### src/rtl/mp_add_seq_pkg.sv
// Shared types and constants for the multi-precision add/subtract sequencer.
// The state encoding lives here so that the top and any debug logic agree on it.
package mp_add_pkg;

  localparam int ADDER_W = 32;

  localparam logic OP_ADD = 1'b0;
  localparam logic OP_SUB = 1'b1;

  typedef enum logic [1:0] {
    IDLE = 2'd0,
    RUN  = 2'd1,
    DONE = 2'd2
  } state_t;

  // Subtract is a + ~b + 1, so the chain always starts with carry set.
  function automatic logic init_carry(input logic op, input logic cin);
    return (op == OP_SUB) ? 1'b1 : cin;
  endfunction

endpackage

### src/rtl/mp_add_seq_if.sv
// Requester-side handshake and operand/result bus for mp_add_seq.
// The master is the requester; the slave is the sequencer.
interface mp_add_seq_if #(
  parameter int WORDS = 4,
  parameter int W     = 32
);

  logic               start;
  logic               op;
  logic [W*WORDS-1:0] a;
  logic [W*WORDS-1:0] b;
  logic               cin;
  logic               busy;
  logic               done;
  logic [W*WORDS-1:0] sum;
  logic               cout;

  modport master (
    output start, op, a, b, cin,
    input  busy, done, sum, cout
  );

  modport slave (
    input  start, op, a, b, cin,
    output busy, done, sum, cout
  );

endinterface

### src/rtl/mp_add_seq_adder.sv
// Adder32Bit: the shared 32-bit ripple-carry adder reused by the sequencer.
// Port order is (sum, cout, a, b, cin).
module Adder32Bit (
  output logic [31:0] sum,
  output logic        cout,
  input  logic [31:0] a,
  input  logic [31:0] b,
  input  logic        cin
);

  logic [32:0] carry;

  assign carry[0] = cin;

  for (genvar i = 0; i < 32; i++) begin : g_bit
    assign sum[i]     = a[i] ^ b[i] ^ carry[i];
    assign carry[i+1] = (a[i] & b[i]) | (a[i] & carry[i]) | (b[i] & carry[i]);
  end

  assign cout = carry[32];

endmodule

### src/rtl/mp_add_seq.sv
// Multi-precision add/subtract sequencer: one 32-bit word per cycle through
// a single shared Adder32Bit, carrying between words in a local register.
//
// state | meaning
// ------+-----------------------------------------------------------
// IDLE  | waiting for start; sum/cout hold the last result
// RUN   | processing word idx, one word per clock
// DONE  | one-cycle result-valid pulse; start here is accepted at once
module mp_add_seq
  import mp_add_pkg::*;
#(
  parameter int WORDS = 4,
  parameter int W     = ADDER_W
) (
  input logic         clk,
  input logic         rst,
  mp_add_seq_if.slave bus
);

  localparam int IDX_W = $clog2(WORDS);
  localparam logic [IDX_W-1:0] LAST_IDX = IDX_W'(WORDS - 1);

  state_t             state_q, state_d;
  logic [IDX_W-1:0]   idx_q;
  logic               carry_q;
  logic               op_q;
  logic [W*WORDS-1:0] a_q;
  logic [W*WORDS-1:0] b_q;
  logic [W*WORDS-1:0] sum_q;
  logic               cout_q;

  logic               accept;
  logic               last_word;
  logic [W-1:0]       a_word;
  logic [W-1:0]       b_word;
  logic [W-1:0]       add_sum;
  logic               add_cout;

  assign last_word = (idx_q == LAST_IDX);
  assign a_word    = a_q[int'(idx_q)*W +: W];
  assign b_word    = (op_q == OP_SUB) ? ~b_q[int'(idx_q)*W +: W] : b_q[int'(idx_q)*W +: W];

  Adder32Bit u_adder (
    .sum  (add_sum),
    .cout (add_cout),
    .a    (a_word),
    .b    (b_word),
    .cin  (carry_q)
  );

  always_ff @(posedge clk or posedge rst) begin
    if (rst) state_q <= IDLE;
    else     state_q <= state_d;
  end

  always_comb begin
    state_d  = state_q;
    accept   = 1'b0;
    bus.busy = 1'b0;
    bus.done = 1'b0;
    case (state_q)
      IDLE: begin
        if (bus.start) begin
          accept  = 1'b1;
          state_d = RUN;
        end
      end
      RUN: begin
        bus.busy = 1'b1;
        if (last_word) state_d = DONE;
      end
      DONE: begin
        bus.done = 1'b1;
        if (bus.start) begin
          accept  = 1'b1;
          state_d = RUN;
        end else begin
          state_d = IDLE;
        end
      end
      default: state_d = IDLE;
    endcase
  end

  // Operands are captured at acceptance; inputs are don't-care afterwards.
  always_ff @(posedge clk or posedge rst) begin
    if (rst) begin
      idx_q   <= '0;
      carry_q <= 1'b0;
      op_q    <= OP_ADD;
      a_q     <= '0;
      b_q     <= '0;
      sum_q   <= '0;
      cout_q  <= 1'b0;
    end else if (accept) begin
      idx_q   <= '0;
      carry_q <= init_carry(bus.op, bus.cin);
      op_q    <= bus.op;
      a_q     <= bus.a;
      b_q     <= bus.b;
      sum_q   <= '0;
      cout_q  <= 1'b0;
    end else if (state_q == RUN) begin
      sum_q[int'(idx_q)*W +: W] <= add_sum;
      carry_q                   <= add_cout;
      idx_q                     <= idx_q + 1'b1;
      if (last_word) cout_q <= add_cout;
    end
  end

  assign bus.sum  = sum_q;
  assign bus.cout = cout_q;

endmodule
### src/flat_wrapper.sv
// flat-port wrapper written by rule: the top's interface ports become plain ports
module mp_add_seq_flat import mp_add_pkg::*;
#(
  parameter int WORDS = 4,
  parameter int W     = ADDER_W
)
  (clk, rst, bus_start, bus_op, bus_a, bus_b, bus_cin, bus_busy, bus_done, bus_sum, bus_cout);
  mp_add_seq_if #(.WORDS(WORDS), .W(W)) bus_i ();
  input logic clk;
  input logic rst;
  input wire logic [$bits(bus_i.start)-1:0] bus_start;
  input wire logic [$bits(bus_i.op)-1:0] bus_op;
  input wire logic [$bits(bus_i.a)-1:0] bus_a;
  input wire logic [$bits(bus_i.b)-1:0] bus_b;
  input wire logic [$bits(bus_i.cin)-1:0] bus_cin;
  output wire logic [$bits(bus_i.busy)-1:0] bus_busy;
  output wire logic [$bits(bus_i.done)-1:0] bus_done;
  output wire logic [$bits(bus_i.sum)-1:0] bus_sum;
  output wire logic [$bits(bus_i.cout)-1:0] bus_cout;
  assign bus_i.start = bus_start;
  assign bus_i.op = bus_op;
  assign bus_i.a = bus_a;
  assign bus_i.b = bus_b;
  assign bus_i.cin = bus_cin;
  assign bus_busy = bus_i.busy;
  assign bus_done = bus_i.done;
  assign bus_sum = bus_i.sum;
  assign bus_cout = bus_i.cout;
  mp_add_seq #(.WORDS(WORDS), .W(W)) u_core (.clk(clk), .rst(rst), .bus(bus_i));
endmodule
### config.mk
export PLATFORM = sky130hd
export DESIGN_NAME = mp_add_seq_flat
export DESIGN_NICKNAME = d
export VERILOG_FILES = /design/src/rtl/mp_add_seq_pkg.sv /design/src/rtl/mp_add_seq_if.sv /design/src/rtl/mp_add_seq_adder.sv /design/src/rtl/mp_add_seq.sv /design/src/flat_wrapper.sv
export SDC_FILE = /design/constraint.sdc
export NUM_CORES = 1
export LEC_CHECK = 0
export ABC_AREA = 1
export BUFFER_PORTS_ARGS = -buffer_cell sky130_fd_sc_hd__buf_2
export CELL_PAD_IN_SITES_DETAIL_PLACEMENT = 1
export CELL_PAD_IN_SITES_GLOBAL_PLACEMENT = 2
export CORE_MARGIN = 4
export CORE_UTILIZATION = 31
export DETAILED_ROUTE_END_ITERATION = 8
export PLACE_DENSITY_LB_ADDON = 0.1
export SYNTH_ARGS = -nofsm -noshare
export SYNTH_HDL_FRONTEND = slang
export SYNTH_SLANG_ARGS = --single-unit
export TNS_END_PERCENT = 5
### constraint.sdc
create_clock -name clk -period 15.7 [get_ports clk]
set_clock_uncertainty 0.05 [all_clocks]
set_input_delay 2.355 -clock clk [delete_from_list [all_inputs] [get_ports clk]]
set_output_delay 2.355 -clock clk [all_outputs]
set_load 0.05 [all_outputs]
==> After elaboration in Yosys (flattened, before gate mapping) <==
Index checks and enable logic that the tools add are counted.
{ "classes": {"n_mul": 0, "shifts": 4, "n_addsub": 2, "n_div": 0, "n_lt_le_gt_ge": 0, "n_mux": 20, "bitwise": 225, "reduce_logical": 6, "eq_ne": 5} }
{ "ops": {"columns": ["cell", "count"], "rows": [
  ["128-bit two-way mux", 2],
  ["128-bit by 8-bit indexed part select with 32-bit output", 2],
  ["128-bit bitwise mux", 1],
  ["32-bit by 33-bit variable shift with 128-bit output (first input constant)", 1],
  ["32-bit by 33-bit indexed part select with 128-bit output", 1],
  ["1-bit bitwise AND", 96],
  ["1-bit bitwise OR", 64],
  ["1-bit bitwise XOR", 64],
  ["7-bit negator with 33-bit output", 1],
  ["32-bit two-way mux", 1],
  ["32-bit inverter", 1],
  ["1-bit two-way mux", 11],
  ["2-bit two-way mux", 4],
  ["2-bit one-hot mux with 3 select lines", 1],
  ["2-bit equality test (second input constant)", 2],
  ["2-bit AND reduction", 2],
  ["2-bit nonzero test", 2],
  ["2-bit by 1-bit adder with 2-bit output (second input constant)", 1],
  ["2-bit by 1-bit equality test with 1-bit output (second input constant)", 1],
  ["2-bit logical NOT", 1],
  ["2-bit by 1-bit inequality test with 1-bit output (second input constant)", 1],
  ["2-bit inequality test (second input constant)", 1],
  ["2-bit OR reduction", 1]
]} }
{ "word_totals": {"mem_bits_rw": 0, "wordCells": 270, "out_inout_bits": 131, "regBits": 391, "input_bits": 261, "n_memories": 0, "latch_bits": 0, "mem_bits_ro": 0} }

==> Logic depth before layout (Yosys ltp) <==
{ "logic_depth": {"word_depth": 102, "depth_mapped": 48, "depth_no_buf": 45} }

==> Hierarchy <==
A second synthesis with hierarchy kept.
{ "unflattened": {"hier_cells": 2429, "hier_area_um2": 18999.5} }
{ "by_module_without_submodules": {"columns": ["mod", "instances", "area_each_um2", "cells_each"], "rows": [
  ["mp_add_seq", 1, 18321.3, 2387],
  ["Adder32Bit", 1, 678.2, 42]
]} }

==> Worst setup path after synthesis <==
Ideal clock, no wire load.
{ "synth_timing": {"path_type": "reg-to-reg", "startpoint": "register u_core.idx_q[0]", "endpoint": "register u_core.sum_q[63] (netlist: u_core.bus.sum[63])", "t_required_ns": 15.584, "stages_incl_launch_ff": 48, "path_buffers": 3, "t_arrival_ns": 13.460, "slack_ns": 2.124, "path_cell_list": "dfrtp_1 buf_2 inv_2 buf_2 buf_2 nand2_1 nand3_1 nand3_1 nand2_1 fa_1 fa_1 inv_1 fa_1 fa_1 fa_1 fa_1 fa_1 fa_1 [... 12 more ...] fa_1 fa_1 fa_1 fa_1 fa_1 fa_1 fa_1 fa_1 fa_1 fa_1 fa_1 inv_1 fa_1 inv_1 nand3_1 nor2_1 nand2_1 nand2_1"} }
{ "synth_via": {"elab_chain_len": 101} }
{ "synth_lines": {"columns": ["element", "line_no", "source"], "rows": [
  ["start: declaration", "mp_add_seq.sv:24", "logic [IDX_W-1:0] idx_q;"],
  ["start signal: assignment", "mp_add_seq.sv:106", "idx_q <= idx_q + 1'b1;"],
  ["128-bit by 8-bit indexed part select with 32-bit output", "mp_add_seq.sv:41", "assign b_word = (op_q == OP_SUB) ? ~b_q[int'(idx_q)*W +: W] : b_q[int'(idx_q)*W +: W];"],
  ["32-bit inverter", "mp_add_seq.sv:41", null],
  ["32-bit two-way mux", "mp_add_seq.sv:41", null],
  ["1-bit bitwise AND", "mp_add_seq_adder.sv:17", "assign carry[i+1] = (a[i] & b[i]) | (a[i] & carry[i]) | (b[i] & carry[i]);"],
  ["1-bit bitwise OR (2 in series)", "mp_add_seq_adder.sv:17", null],
  ["1-bit bitwise AND", "mp_add_seq_adder.sv:17", null],
  ["1-bit bitwise OR (2 in series)", "mp_add_seq_adder.sv:17", null],
  ["1-bit bitwise AND", "mp_add_seq_adder.sv:17", null],
  ["[... 81 more ...]", null, null],
  ["1-bit bitwise OR (2 in series)", "mp_add_seq_adder.sv:17", null],
  ["1-bit bitwise AND", "mp_add_seq_adder.sv:17", null],
  ["1-bit bitwise OR (2 in series)", "mp_add_seq_adder.sv:17", null],
  ["1-bit bitwise XOR", "mp_add_seq_adder.sv:16", "assign sum[i] = a[i] ^ b[i] ^ carry[i];"],
  ["32-bit by 33-bit indexed part select with 128-bit output", "mp_add_seq.sv:104", "sum_q[int'(idx_q)*W +: W] <= add_sum;"],
  ["128-bit bitwise mux (*)", "mp_add_seq.sv:104", null],
  ["128-bit two-way mux (*)", "mp_add_seq.sv:103", "end else if (state_q == RUN) begin"],
  ["128-bit two-way mux (*)", "mp_add_seq.sv:95", "end else if (accept) begin"],
  ["end signal: indexed assignment", "mp_add_seq.sv:104", null],
  ["end: declaration", "mp_add_seq.sv:29", "logic [W*WORDS-1:0] sum_q;"]
]} }
Mark *: on every way between the ends. The rest lies on a longest branch, timed or not. The select of a mux whose other input is x is not followed.
A chain may end at the register's enable or synchronous reset.

==> Worst setup path in the final report <==
{ "layout_timing": {"startpoint": "register u_core.idx_q[1]", "endpoint": "register u_core.sum_q[63] (netlist: u_core.bus.sum[63])"} }
Same word-level chain as after synthesis.

==> qor.txt <==
Startpoint Class = flip-flop
cell family with most CP delay = adder cells
I/O pin cnt = 392
Reg2Reg Depth = 44
insertion delay to the later sink of the worst-skew pair = 0.58 ns
initial antenna violation count = 2
M1 WL = 33,300 µm
DP Wirelength = 53,600 µm
Synthesis Warnings = 0
FMAX = 68.5 MHz
Die Span X = 253 µm
Power Dens Cells = 282 nW/µm²
CTS tree = yes
Residual DRC = 0
number of synthesized flops with an enable pin = 0
# hold bufs at CTS = 0
Critical Path AT = 15.07 ns
status = finished, final reports clean
Final Cycle Share = 93.0%
Inserted Clock Buffers = 46
Synth Flop Type = dfrtp_1
Tightest Pin Transition = 1.35 ns
Period minus WS final = 14.60 ns
all-layer global routing usage = 22.6%
Cell Rows = 89
gr ovfl total = 0
Final Slew Violations = 0
post-DR vias/cell = 4.80
hold crit path type = reg2reg
LEAKAGE = 12.7 nW
design area = 22,500 µm²
post-cts sizing count = 0
WP buf/inv = 4
met3 WL = 2940 µm
# clock sinks = 391
dpl ws = 1.10 ns
largest area contributor in the netlist = dfrtp_1
initial core utilization = 31.4%
IO buf count = 391
Hold Path End = u_core.a_q[92]
DR pass1 iterations = 5
fin nets = 3,050
htree depth = 2
Crit path required time = 16.17 ns
R2R Setup Slk = 1.10 ns
Detailed Route WL = 73,200 µm
critical path class = reg2reg
CTS clk-pin slew, worst paths = 0.06 ns
# setup viols final = 0
layout cell share with drive strength beyond 1 = 18.1%
max capacitance violation total = 0
hold path depth = 2
Final Worst Setup Slack = 1.10 ns
clk buf depth = 3
CP peak stage delay = 0.53 ns
post-CTS setup buffers = 0
Mapped Avg Cell Area = 7.63 µm²
Top Layer Used = met4
Worst R2R Start = u_core.idx_q[1]
final antenna-violating net count = 0
area grow syn2layout = 21.0%
sequential area share after synthesis = 52.5%
largest net degree at the start of global routing = 140
RSZ-0062 raised after global routing = false
synth top area cells = dfrtp_1 53%, nand2_1 27%, nand3_1 5.4%
Routed WL per cell = 20.6 µm
setup TNS = 0 ns
routed vias = 17,063
max_slew headroom = 9.68%
Fin. Hold Viols = 0
synthesized cell area = 18,600 µm²
CTS Root Cell = clkbuf_16
Mapped Nets = 2,739
cell mode on critical path = fa_1
top cells by count, synth = 1,339 x nand2_1, 391 x dfrtp_1, 202 x nand3_1, 127 x nor2_1, 92 x o21ai_0
Worst Setup SP = u_core.idx_q[1]
FF+latch count, synth = 391
most frequent cell after synthesis = nand2_1
Yosys top cell area share = 52.5%
Area after DPL = 21,100 µm²
FFs w/ async S/R, synth = 100%
Die ar. = 64,100 µm²
VDD IR-drop max = 0.112 mV
crit path max fanout = 24
vias in the first global route = 18,197
Synth Instances = 2,440
Critical Path Sink Type = flip-flop
Hold WS = 0.422 ns
DR WL met2 = 35,400 µm
core area = 59,200 µm²
first-pass GRT wire length = 111,000 µm
Die Ht = 253 µm
CP max stage cell = dfrtp_2
min-delay src = u_core.a_q[92]
initial DRC count = 1,009
capture point of the worst reg-to-reg path = u_core.bus.sum[63]
gpl congestion = 0.809
number of distinct library cells after synthesis = 19
tightest hold or removal path, stage by stage, from the launching register on:
cell	delay [ns]
dfrtp_1	0.34
nand2_1	0.05
nand2_1	0.05
cell families after synthesis:
logic type / after synthesis / share of synthesized area [%]
buf+inv: 209 / 4.76
simple gates: 1672 / 35.1
compound gates: 130 / 3.77
fa+ha+maj: 38 / 3.84
flops: 391 / 52.5
flip-flops by register name, summed over array words and instances (netlist names):
register         flops
u_core.op_q          1
u_core.idx_q         2
u_core.bus.sum     128
u_core.carry_q       1
u_core.state_q       2
u_core.b_q         128
u_core.a_q         128
u_core.bus.cout      1
layer usage:
layer,GRT usage (%),up-vias
li1,-,8177
met1,31.0,8470
met2,38.0,341
met3,2.85,75
met4,5.89,0
met5,0,-
report_power, final:
group          leakage [nW]  internal [mW]  switching, mW
clock                 0.698          0.595          0.432
sequential             5.03           1.44          0.283
combinational          6.94           1.03           2.57
total                  12.7           3.06           3.29
through the flow:
| stage | instances | power (mW) | util [%] |
|---|---|---|---|
| floorplan | 2440 | 3.98 | - |
| global placement | 3476 | 5.30 | 35.7 |
| detailed placement | 3476 | 5.37 | 35.7 |
| CTS | 3551 | 6.43 | 38.0 |
| global route | 3551 | 6.87 | 38.0 |
| finish | 3552 | 6.35 | 38.0 |
area by class of cell:
cell class	count	area (µm²)
fillers	7312	36700
flip-flops and latches	391	9790
multi-input cells	1840	7980
repair buffers	420	2190
clock buffers	68	1370
well taps	773	967
inverters	52	205
clock inverters	7	38.8
diodes	1	2.50
placed cells by master, fill, tap and decap left out:
master / n
buf_12: 1
buf_2: 391
buf_4: 28
clkbuf_1: 10
clkbuf_16: 47
clkbuf_8: 11
clkinv_2: 6
dfrtp_1: 389
dfrtp_2: 1
dfrtp_4: 1
diode_2: 1
fa_1: 32
ha_1: 6
inv_1: 46
inv_2: 4
inv_4: 1
inv_6: 1
inv_8: 1
nand2_1: 1339
nand2_2: 1
nand2_8: 1
nand3_1: 202
nor2_1: 126
nor2_2: 2
nor2_4: 1
o211ai_1: 1
o21ai_0: 92
o21ai_1: 3
o21ai_2: 4
o22ai_1: 30
worst max-delay path by stage:
stage	endpoint	slack, ns	cells past startpoint
final	u_core.bus.sum[63]	1.10	44
after global routing	u_core.bus.sum[63]	0.50	44
after CTS	u_core.bus.sum[63]	1.05	44
after detailed placement	u_core.bus.sum[63]	1.10	44
after global placement	u_core.bus.sum[63]	1.35	44
after floorplan	u_core.bus.sum[63]	2.12	47
Note: power is estimated with default switching activity, not from simulation.
